File: src/rtl/arb_mux.sv
// arb_mux: multi-channel arbiter/mux with direct or round-robin selection into a one-word output register.
module arb_mux #(
  parameter int WIDTH = 32,
  parameter int NUM   = 8,
  parameter int SEL_W = 3
) (
  input  logic               clk,
  input  logic               rst,
  input  logic [NUM*WIDTH-1:0] in_data,
  input  logic [NUM-1:0]     in_valid,
  output logic [NUM-1:0]     in_ready,
  input  logic [SEL_W-1:0]   sel,
  input  logic               mode,
  output logic [WIDTH-1:0]   out_data,
  output logic               out_valid,
  input  logic               out_ready,
  output logic [SEL_W-1:0]   out_src
);
  logic [SEL_W-1:0] ptr, rr_idx, idx, gidx;
  logic load_en, rr_hit, dir_hit, grant;
  assign load_en = !out_valid || out_ready;
  assign dir_hit = (int'(sel) < NUM) && in_valid[sel];
  // walk ptr+NUM down to ptr+1 so the nearest valid channel after ptr wins
  always_comb begin
    rr_hit = 1'b0;
    rr_idx = '0;
    idx = '0;
    for (int i = NUM; i >= 1; i--) begin
      idx = SEL_W'((int'(ptr) + i) % NUM);
      if (in_valid[idx]) begin
        rr_hit = 1'b1;
        rr_idx = idx;
      end
    end
  end
  assign gidx = mode ? rr_idx : sel;
  assign grant = !rst && load_en && (mode ? rr_hit : dir_hit);
  assign in_ready = grant ? NUM'(1) << gidx : '0;
  always_ff @(posedge clk) begin
    if (rst) begin
      out_valid <= 1'b0;
      out_data <= '0;
      out_src <= '0;
      ptr <= SEL_W'(NUM - 1);
    end else if (load_en) begin
      out_valid <= grant;
      if (grant) begin
        out_data <= in_data[int'(gidx)*WIDTH +: WIDTH];
        out_src <= gidx;
        ptr <= gidx;
      end
    end
  end
endmodule

File: config.mk
export PLATFORM = sky130hd
export DESIGN_NAME = arb_mux
export DESIGN_NICKNAME = d
export VERILOG_FILES = /design/src/rtl/arb_mux.sv
export SDC_FILE = /design/constraint.sdc
export NUM_CORES = 1
export LEC_CHECK = 0
export ABC_AREA = 1
export CORE_MARGIN = 2
export CORE_UTILIZATION = 30
export CTS_BUF_LIST = sky130_fd_sc_hd__clkbuf_16
export DETAILED_ROUTE_END_ITERATION = 10
export PLACE_DENSITY = 0.67
export RECOVER_POWER = 100
export SLEW_MARGIN = 20
export SYNTH_ARGS = -nofsm -noshare
export SYNTH_HDL_FRONTEND = slang
export SYNTH_SLANG_ARGS = --single-unit
File: constraint.sdc
create_clock -name clk -period 5.7 [get_ports clk]
set_clock_uncertainty 0.1 [all_clocks]
set_input_delay 1.14 -clock clk [delete_from_list [all_inputs] [get_ports clk]]
set_output_delay 1.14 -clock clk [all_outputs]
set_load 0.1 [all_outputs]
==> impl_metrics.json <==
{
  "cp_cell_sequence": "inv_1 > ha_1 > inv_1 > nand3_1 > nand3_1 > nand2_1 > inv_2 > nand2_1 > nand2_1 > nand2_1 > nand2_1 > nand2_1 > nand2_1 > nand2_1 > nand2_1 > nand2_4 > inv_1 > nand2_1 > nor2_1 > buf_12",
  "cts-root-buf": "clkbuf_16",
  "design.core.area_um2": 16700,
  "htree_levels": 2,
  "postCtsSetupBuffers": 0,
  "wirelength_um": 23900,
  "met1_usage_pct": 32.1,
  "irDropWorstVdd_mv": 0.223,
  "critPathKind": "reg -> out",
  "antenna_found_initial": 1,
  "status": "finished, final reports clean",
  "layout-drive-gt1-share_pct": 3.40,
  "end_kind": "primary output",
  "synth-adder-area-share_pct": 0.485,
  "multi_input_area_um2": 3780,
  "avgViaCountPerCell": 4.75,
  "worstSkewPairLatency_ns": 0.27,
  "grt.busiest_layer": "met2",
  "crit_slowest_cell": "dfxtp_1",
  "ctsResizeCount": 0,
  "clock-sinks": 39,
  "holdWs_ns": 0.380,
  "muxShareOfSynthArea_pct": 0,
  "regArea_um2": 781,
  "drc_errors": 0,
  "worst_slack_ns": 0.561,
  "grt_pass1_wl_um": 36900,
  "grt.total_usage_pct": 25.3,
  "critPathLaunchType": "register",
  "ys_seq_area_share_pct": 15.1,
  "postLayoutCoreUtil_pct": 50.9,
  "path_common_cell": "nand2_1",
  "synth-simple-area-share_pct": 68.5,
  "hold_viol": 0,
  "grt_overflow": 0,
  "slowest_delay_ns": 0.62,
  "grt_max_degree": 86,
  "yosys.area_share.xor_xnor_pct": 0.630,
  "crit_arrival_ns": 3.90,
  "tightestPinTransition_ns": 1.39,
  "synth_warnings": 0,
  "dp.cells": 1534,
  "syn_area_per_cell_um2": 4.87,
  "synth_compound_area_share_pct": 2.76,
  "drtAntennaViolNets": 0,
  "synth_cell_type_count": 28,
  "gp_congestion": 0.908,
  "final_cells": 1542,
  "die_w_um": 135,
  "cts_buffers": 5,
  "nets": 1594,
  "area_growth_pct": 64.6,
  "port-buffer-count": 314,
  "vias": 7331,
  "final_max_slew_viol_count": 0,
  "grt_pass1_vias": 6880,
  "grt_use_met3_pct": 7.15,
  "setup_viol": 0,
  "period_minus_slack_ns": 5.14,
  "cap_violations": 0,
  "clockBufferDepth": 2,
  "synthCells": 1060,
  "use_met2_pct": 42.6,
  "wl_per_cell_um": 15.5,
  "cts_tree": "yes",
  "syn_nets": 1333,
  "cts.reportedPaths.clkPinSlew_ns": 0.05,
  "row_count": 47,
  "cts_hold_buf": 0,
  "finalCritPeriodShare_pct": 90.2,
  "grt_setup_unrepaired": "no",
  "setup_tns_ns": 0,
  "antenna_cells": 0,
  "io_pins": 315,
  "dp_hpwl_um": 18200,
  "drt-initial-drc-count": 434,
  "power.density_nw_per_um2": 289,
  "die_y_um": 135,
  "cp_max_fo": 12,
  "pre_cts_ws_ns": 0.951,
  "synth_area_um2": 5160,
  "max_slew_margin_pct": 7.34,
  "synth_top_family_by_area": "simple AND/OR/NAND/NOR gates",
  "fmax_ghz": 0.195,
  "cp.required_ns": 4.46,
  "min_path_type": "reg -> reg",
  "fillCellCount": 1790,
  "start_util_pct": 30.9,
  "synth-seq-cells": 39,
  "dr.pass1.iters": 5,
  "die_area_um2": 18300,
  "p_leak_nw": 4.54
}
flip-flops by register name (all words and copies together) (netlist names):
register and count:
out_valid 1, out_src 3, ptr 3, out_data 32
power breakdown:
| group | leakage [nW] | total [W] | internal [W] | switching (W) |
|---|---|---|---|---|
| Combinational | 4.14 | 0.00179 | 0.000576 | 0.00121 |
| Clock | 0.0812 | 0.000313 | 0.000204 | 0.000109 |
| Sequential | 0.319 | 0.000351 | 0.000319 | 0.0000322 |
layout make-up:
type	instances	area share, %
repair buffers	326	38.7
well taps	220	3.24
flip-flops and latches	39	9.19
clock inverters	3	0.456
multi-input cells	894	44.5
inverters	55	2.43
clock buffers	5	1.47
cell usage after synthesis:
library cell,n,share of area (%)
inv_2,8,0.58
xnor2_2,1,0.32
a21oi_2,1,0.17
or2_1,1,0.12
nor4_1,1,0.12
dfxtp_1,39,15
nor2_1,12,0.87
o2111ai_1,1,0.17
a21oi_1,14,1.4
nand2_2,2,0.24
buf_2,29,2.8
o31ai_1,1,0.15
buf_4,14,2.0
xor2_2,1,0.32
nor3_1,1,0.097
o211ai_1,4,0.58
nand4_1,1,0.12
clkbuf_1,18,1.3
and2_1,2,0.24
ha_1,2,0.48
inv_1,47,3.4
nand2_1,644,47
nand3_1,200,19
nand3_2,1,0.19
nor2_2,2,0.24
o21ai_2,1,0.17
buf_6,11,2.4
a32oi_1,1,0.17
metal layers:
metal | wire length, um | part of all wire [%] | vias to the layer above
met5 | 0 | 0 | -
met4 | 488 | 2.0 | 0
met3 | 2160 | 9.0 | 30
met2 | 11100 | 46 | 279
met1 | 10200 | 43 | 3194
li1 | - | - | 3828
logic make-up (layout without fill, tap and decap cells):
logic type | Yosys count | count (layout)
XOR/XNOR | 2 | 2
AND/OR/NAND/NOR | 867 | 867
adder cells (fa/ha/maj) | 2 | 2
flip-flops | 39 | 39
buffers and inverters | 127 | 389
AO/OA/AOI/OAI | 23 | 23
worst paths after layout:
kind | slack (ns) | to | depth (start not counted) | startpoint
max reg2reg | 0.70 | ptr[0] | 14 | ptr[0]
max | 0.56 | in_ready[1] | 20 | ptr[0]
min | 0.38 | out_src[1] | 2 | out_src[1]
min reg2reg | 0.38 | out_src[1] | 2 | out_src[1]
cells in the final DEF, fill, tap and decap left out, types with 2 or more instances in the layout:
cell type | Yosys | final
clkbuf_2 | 0 | 2
dfxtp_1 | 39 | 39
clkbuf_16 | 0 | 5
buf_4 | 14 | 10
a21oi_4 | 0 | 2
inv_1 | 47 | 48
nor2_1 | 12 | 12
nand2_4 | 0 | 2
clkdlybuf4s50_1 | 0 | 270
nand3_1 | 200 | 200
ha_1 | 2 | 2
a21oi_1 | 14 | 13
nand2_1 | 644 | 643
buf_12 | 0 | 7
inv_2 | 8 | 7
and2_1 | 2 | 2
o211ai_1 | 4 | 4
dlygate4sd3_1 | 0 | 36
through the flow:
step | area [um2] | total power, W
5_1_grt | 8500 | 0.00267
6_report | 8500 | 0.00245
2_1_floorplan | 5160 | 0.00167
3_5_place_dp | 8360 | 0.00217
4_1_cts | 8530 | 0.00250
3_3_place_gp | 8360 | 0.00219
worst max-delay path, delay by kind of cell, from the launching register on:
| family | cells | cell delay, ns |
|---|---|---|
| simple gates | 14 | 1.51 |
| fa+ha+maj | 1 | 0.48 |
| flops | 1 | 0.62 |
| buf+inv | 5 | 1.01 |
Power figures use the tool's default switching activity.
